<file path="src/rtl/data_bus_if.sv">
// data_bus_if: bridges the MEM stage's single-cycle data request onto a
// Wishbone B4 classic bus. Holds the pipeline until the slave acknowledges,
// returns load data, and aborts with a one-cycle error pulse on timeout.
module data_bus_if #(
    parameter int unsigned TIMEOUT = 255   // BUSY cycles without ack before abort (1..255)
) (
    input  logic        clk,
    input  logic        rst,               // asynchronous, active-low
    input  logic        stall_i,
    input  logic        flush_i,
    input  logic        cpu_ce_i,
    input  logic        cpu_we_i,
    input  logic [3:0]  cpu_sel_i,
    input  logic [31:0] cpu_addr_i,
    input  logic [31:0] cpu_data_i,
    output logic [31:0] cpu_data_o,
    output logic        stallreq_o,
    output logic        bus_err_o,
    output logic [31:0] wb_adr_o,
    output logic [31:0] wb_dat_o,
    output logic [3:0]  wb_sel_o,
    output logic        wb_we_o,
    output logic        wb_cyc_o,
    output logic        wb_stb_o,
    input  logic [31:0] wb_dat_i,
    input  logic        wb_ack_i
);

    typedef enum logic [1:0] {
        ST_IDLE,
        ST_BUSY,
        ST_HOLD
    } state_t;

    // Registered Wishbone master outputs, cleared as one unit.
    typedef struct packed {
        logic [31:0] adr;
        logic [31:0] dat;
        logic [3:0]  sel;
        logic        we;
        logic        cyc;
        logic        stb;
    } wb_req_t;

    localparam logic [7:0] TMO_LAST = 8'(TIMEOUT - 1);

    state_t      r_state;
    wb_req_t     r_wb;
    logic [31:0] r_rd_buf;
    logic [7:0]  r_tmo_cnt;
    logic        r_bus_err;

    logic        w_timeout;
    logic        w_stallreq;
    logic [31:0] w_cpu_data;
    logic        w_unused;

    // Byte offset is implied by the lane selects; the bus address is word-aligned.
    assign w_unused  = &{1'b0, cpu_addr_i[1:0]};

    // Last permitted BUSY cycle elapsed with no ack; a flush takes priority.
    assign w_timeout = (r_state == ST_BUSY) && !wb_ack_i && !flush_i && (r_tmo_cnt == TMO_LAST);

    // Transaction FSM: issue, wait for ack / flush / timeout, optional hold.
    // NOTE: sequential state uses non-blocking (<=) so every register samples
    // pre-edge values; blocking here would create ordering-dependent races.
    always_ff @(posedge clk or negedge rst) begin
        if (!rst) begin
            r_state   <= ST_IDLE;
            r_wb      <= '0;
            r_rd_buf  <= '0;
            r_tmo_cnt <= '0;
            r_bus_err <= 1'b0;
        end else begin
            r_bus_err <= 1'b0;
            case (r_state)
                ST_IDLE: begin
                    if (cpu_ce_i && !flush_i) begin
                        r_wb.adr  <= {cpu_addr_i[31:2], 2'b00};
                        r_wb.dat  <= cpu_data_i;
                        r_wb.sel  <= cpu_sel_i;
                        r_wb.we   <= cpu_we_i;
                        r_wb.cyc  <= 1'b1;
                        r_wb.stb  <= 1'b1;
                        r_tmo_cnt <= '0;
                        r_state   <= ST_BUSY;
                    end
                end
                ST_BUSY: begin
                    if (flush_i) begin
                        r_wb    <= '0;
                        r_state <= ST_IDLE;
                    end else if (wb_ack_i) begin
                        r_wb <= '0;
                        if (!r_wb.we) begin
                            r_rd_buf <= wb_dat_i;
                        end
                        r_state <= stall_i ? ST_HOLD : ST_IDLE;
                    end else if (w_timeout) begin
                        r_wb      <= '0;
                        r_bus_err <= 1'b1;
                        r_state   <= ST_IDLE;
                    end else begin
                        r_tmo_cnt <= r_tmo_cnt + 8'd1;
                    end
                end
                ST_HOLD: begin
                    if (!stall_i || flush_i) begin
                        r_state <= ST_IDLE;
                    end
                end
                default: r_state <= ST_IDLE;
            endcase
        end
    end

    // Same-cycle stall request and load-data return to the MEM stage.
    // NOTE: every output of this block gets a default first so no path
    // leaves it unassigned, which would infer a latch.
    always_comb begin
        w_stallreq = 1'b0;
        w_cpu_data = '0;
        case (r_state)
            ST_IDLE: w_stallreq = cpu_ce_i && !flush_i;
            ST_BUSY: begin
                if (!flush_i) begin
                    if (wb_ack_i) begin
                        if (!r_wb.we) begin
                            w_cpu_data = wb_dat_i;
                        end
                    end else if (!w_timeout) begin
                        w_stallreq = 1'b1;
                    end
                end
            end
            ST_HOLD: w_cpu_data = r_rd_buf;
            default: ;
        endcase
    end

    assign stallreq_o = w_stallreq;
    assign cpu_data_o = w_cpu_data;
    assign bus_err_o  = r_bus_err;
    assign wb_adr_o   = r_wb.adr;
    assign wb_dat_o   = r_wb.dat;
    assign wb_sel_o   = r_wb.sel;
    assign wb_we_o    = r_wb.we;
    assign wb_cyc_o   = r_wb.cyc;
    assign wb_stb_o   = r_wb.stb;

endmodule

</file>
<file path="config.mk">
export PLATFORM = sky130hd
export DESIGN_NAME = data_bus_if
export DESIGN_NICKNAME = d
export VERILOG_FILES = /design/src/rtl/data_bus_if.sv
export SDC_FILE = /design/constraint.sdc
export NUM_CORES = 1
export LEC_CHECK = 0
export ABC_AREA = 1
export CELL_PAD_IN_SITES_DETAIL_PLACEMENT = 1
export CELL_PAD_IN_SITES_GLOBAL_PLACEMENT = 2
export CORE_MARGIN = 1.5
export CORE_UTILIZATION = 35
export CTS_CLUSTER_SIZE = 14
export DETAILED_ROUTE_END_ITERATION = 8
export DONT_BUFFER_PORTS = 1
export GPL_ROUTABILITY_DRIVEN = 0
export PLACE_DENSITY_LB_ADDON = 0.1
export SLEW_MARGIN = 20
export SYNTH_ARGS = -nofsm -noshare
export SYNTH_HDL_FRONTEND = slang
export SYNTH_SLANG_ARGS = --single-unit
export TNS_END_PERCENT = 1
</file>
<file path="constraint.sdc">
create_clock -name clk -period 1.7 [get_ports clk]
set_input_delay 0.17 -clock clk [delete_from_list [all_inputs] [get_ports clk]]
set_output_delay 0.17 -clock clk [all_outputs]
set_load 0.01 [all_outputs]
</file>
Word level (Yosys, flattened, before mapping)
Cells that the tools add are included.

Mux-type cells: 29. Reduce and logical (&&, ||, !) cells: 14. Eq/ne operators: 9. Add/sub/neg operators: 1. Bitwise gates (word level): 2.

Operators with widths (number): $mux W71 (4); $pmux W71 S2 (1); $mux W32 (3); $pmux W32 S2 (1); $mux W8 (4); $pmux W8 S2 (1); $mux W2 (6); $ne A2 B2 Y1 const B (5); $add A8 B1 Y8 const B (1); $eq A8 B8 Y1 const B (1); $mux W1 (7); $pmux W2 S3 (1); $reduce_and A3 Y1 (2); $reduce_and A5 Y1 (1); $logic_and A1 B1 Y1 (4); $ne A4 B4 Y1 const B (1); $reduce_and A4 Y1 (1); $logic_not A1 Y1 (3); $eq A2 B1 Y1 const B (1); $eq A2 B2 Y1 const B (1); $logic_not A2 Y1 (1); $not A1 Y1 (2); $pmux W1 S2 (1); $reduce_bool A2 Y1 (1); $logic_or A1 B1 Y1 (1).

Output and inout bits: 105. Register bits after elaboration: 114. Word-level logic and storage cells: 65. Input port bits: 107.

Longest topological paths before layout
Word-level depth: 8. Mapped depth: 12. Mapped depth without buffers: 11.

Worst setup path before layout
No wires, ideal clock.

Kind: register to output. From: register r_state[1]. To: output cpu_data_o[0]. Arrival: 1.531 ns. Cell stages (with the launch flop): 9. Required time: 1.530 ns. Path slack: -0.001 ns. Cells stage by stage: dfrtp_1 > inv_1 > ha_1 > buf_4 > nand2_2 > nor3_4 > buf_6 > nand2_1 > a21oi_1.

Word-level cells in the longest chain between the ends: 2. Elaborated cells on any way between the ends: 3. Those cells by class: eq/ne: 2; mux: 1.

Ends and longest elaborated chain: start: declaration (line 47) `state_t r_state;`; start signal: assignment (line 98) `r_state <= stall_i ? ST_HOLD : ST_IDLE;`; $eq A2 B2 Y1 / $eq A2 B1 Y1 (equally long branches) (line 123) `case (r_state)`; $pmux W32 S2 * (line 123); end: declaration (line 16) `output logic [31:0] cpu_data_o,`.

Every way passes the cells marked *; elsewhere a longest branch is shown, timed or not.

Worst setup path after layout
From: register r_state[1]. To: output cpu_data_o[23].

The elaborated chain is that of the path after synthesis.

==> qor.yml <==
synthesis:
  synth_area_um2: 5135
  synth_top_area_share_pct: 54.09
  syn_inst: 618
  ys_seq_elements: 111
  synth_warnings: 0
  synth-seq-area-share_pct: 54.09
  synth_edf_count: 0
  async_reset_ff_share_pct: 100.0
  synth-main-ff-cell: "dfrtp_1"
  syn_avg_cell_area_um2: 8.309
  ys_top_cells_by_area: "dfrtp_1, nand2_1, nand4_1"
  synth_top_cell_by_area: "dfrtp_1"
  yosysUniqueCellTypes: 25
clock_network:
  hold_buffers: 95
  cts_root_buffer: "clkbuf_16"
  clk_latency_ps: 350
  clk_pin_slew_worst_paths_ps: 70
  cts_tree: "yes"
  cts.htree.levels: 3
  cts_buffer_depth: 2
  cts_inserted_buffers: 9
  clock-sinks: 111
drt:
  wl_met2_mm: 8.294
  ant_nets: 0
  wl_met3_mm: 1.363
  first_pass_iters: 4
  wl_per_cell_um: 18.89
  routed-via-count: 4714
  drt-met1-wl_mm: 7.313
  drcViolationCount: 0
  routed.top_layer: "met4"
  drtIter0Drc: 162
  wl_mm: 17.21
  vias_per_cell: 5.175
finish:
  n_antenna_cell: 0
  area_growth_pct: 40.45
  layout_common_cells: "nand2_1, dfrtp_1, dlygate4sd3_1, nand4_1, inv_1"
  fin_cells: 911
  nNetsFinal: 836
  final_common_cell: "nand2_1"
  drive_above_1_share_pct: 17.19
place:
  dp.final_hpwl_mm: 9.231
  dp.cells: 791
  place_ws_ps: -140.9
  io_buffers: 0
job:
  drv_cap: 0
timing:
  rsz0062_at_grt: "yes"
  fmax_mhz: 513.8
  fin_skew_ps: 8.621
  setup-tns-final_ps: -6639
  min_period_ps: 1946
  setup_slack_ps: -246.3
  hold-worst-slack_ps: -479.4
  hold_violations: 111
  drv_slew: 0
  fin_crit_sh_pct: 114.5
  setup_viol: 33
die:
  core_um2: 14420
  die_w_um: 124.1
  dieHeight_um: 124.1
  initial_core_util_pct: 35.60
  ios: 212
  dieArea_um2: 15410
  rows: 44
global_routing:
  antenna_found_initial: 0
  grt_pass1_wl_mm: 25.24
  grt_max_degree: 112
  overflow: 0
  grt_pass1_vias: 4974
  grt_usage_pct: 21.26
critical_path:
  cp.arrival_ps: 1780
  rr_endpoint: "wb_dat_o[1]"
  cp-start-kind: "flip-flop"
  worstPathRequired_ps: 1530
  path_class: "flip-flop to output port"
  reg2reg_depth: 10
  cp_max_fo: 7
  end_kind: "output port"
  reg2reg_slack_ps: 30
  reg2reg_from: "r_state[0]"
outcome:
  violations: "hold timing, setup timing"
  status: "finished, violations left"
power:
  vdd_drop_max_v: 0.0006221
  total_power_mw: 11.14
  p_per_area_nw_per_um2: 1545
  power.leakage_nw: 3.403
min_path:
  hp-class: "input pin to asynchronous set/reset pin"
kinds of logic (layout without fill, tap and decap cells):
logic type,after synthesis,in the layout,share of synthesized area [%]
other,1,2,0.07303
AO/OA/AOI/OAI,76,76,7.505
buffers and inverters,95,203,8.626
AND/OR/NAND/NOR,330,330,28.48
adder cells (fa/ha/maj),5,5,1.218
flip-flops,111,111,54.09
synthesized netlist by cell type (5+ instances only):
cell type  instances
nand2_1          236
o21ai_0           41
a21oi_1           32
inv_1             47
nand3_1           11
clkbuf_1          21
ha_1               5
buf_6              7
nand4_1           68
nor2_1             5
buf_2             11
dfrtp_1          111
stage by stage:
| step | utilization [%] | area [um^2] |
|---|---|---|
| 6_report | 50.00 | 7212 |
| 5_1_grt | 50.00 | 7212 |
| 4_1_cts | 48.44 | 6987 |
| 3_5_place_dp | 37.94 | 5473 |
| 3_3_place_gp | 37.94 | 5473 |
| 2_1_floorplan | - | 5139 |
report_power, final:
part / total (mW) / switching, mW / internal, mW
combinational: 4.32 / 2.72 / 1.60
sequential: 4.73 / 1.06 / 3.67
clock: 2.09 / 0.961 / 1.13
total: 11.1 / 4.75 / 6.40
registers in the layout (all words and copies together), names as in the netlist:
name,cells
r_rd_buf,32
wb_dat_o,32
wb_adr_o,30
r_tmo_cnt,8
wb_sel_o,4
r_state,2
bus_err_o,1
wb_cyc_o,1
wb_we_o,1
critical path: stages (launching register included):
cell       delay, ps
dfrtp_1          390
inv_2             80
ha_4             140
nand2_4           50
nor3_4           110
buf_6            160
clkbuf_16        160
nand2_1           70
a21oi_1          130
buf_4            140
layout make-up:
class,instances,area [um^2]
Inverter,48,181.4
Multi-Input combinational cell,413,2237
Clock buffer,10,229.0
Sequential cell,111,2778
Timing Repair Buffer,141,1508
Fill cell,1603,7212
Tap cell,184,230.2
Clock inverter,4,48.80
per-layer routing:
metal | global-route usage [%] | up-vias
li1 | - | 2221
met1 | 24.90 | 2318
met2 | 37.23 | 159
met3 | 6.227 | 16
met4 | 7.031 | 0
met5 | 0 | -
how the worst max path moves through the flow:
| stage | depth (start not counted) | slack, ps | startpoint | endpoint |
|---|---|---|---|---|
| floorplan | 8 | -0.9 | r_state[1] | cpu_data_o[0] |
| global placement | 7 | -60 | r_state[1] | cpu_data_o[31] |
| detailed placement | 8 | -140 | r_state[1] | cpu_data_o[20] |
| CTS | 9 | -340 | r_state[1] | cpu_data_o[20] |
| global route | 9 | -330 | r_state[1] | cpu_data_o[19] |
| finish | 9 | -250 | r_state[1] | cpu_data_o[23] |
timing repair:
action / 4_1_cts / 5_1_grt
setup endpoints to repair: 33 / 59
buffers inserted: 5 / 2
cloned: 3 / 2
pin swaps: 4 / 18
endpoints found under the hold margin: 206 / 111
gates resized for setup: 42 / 44
(Power assumes the default switching activity.)
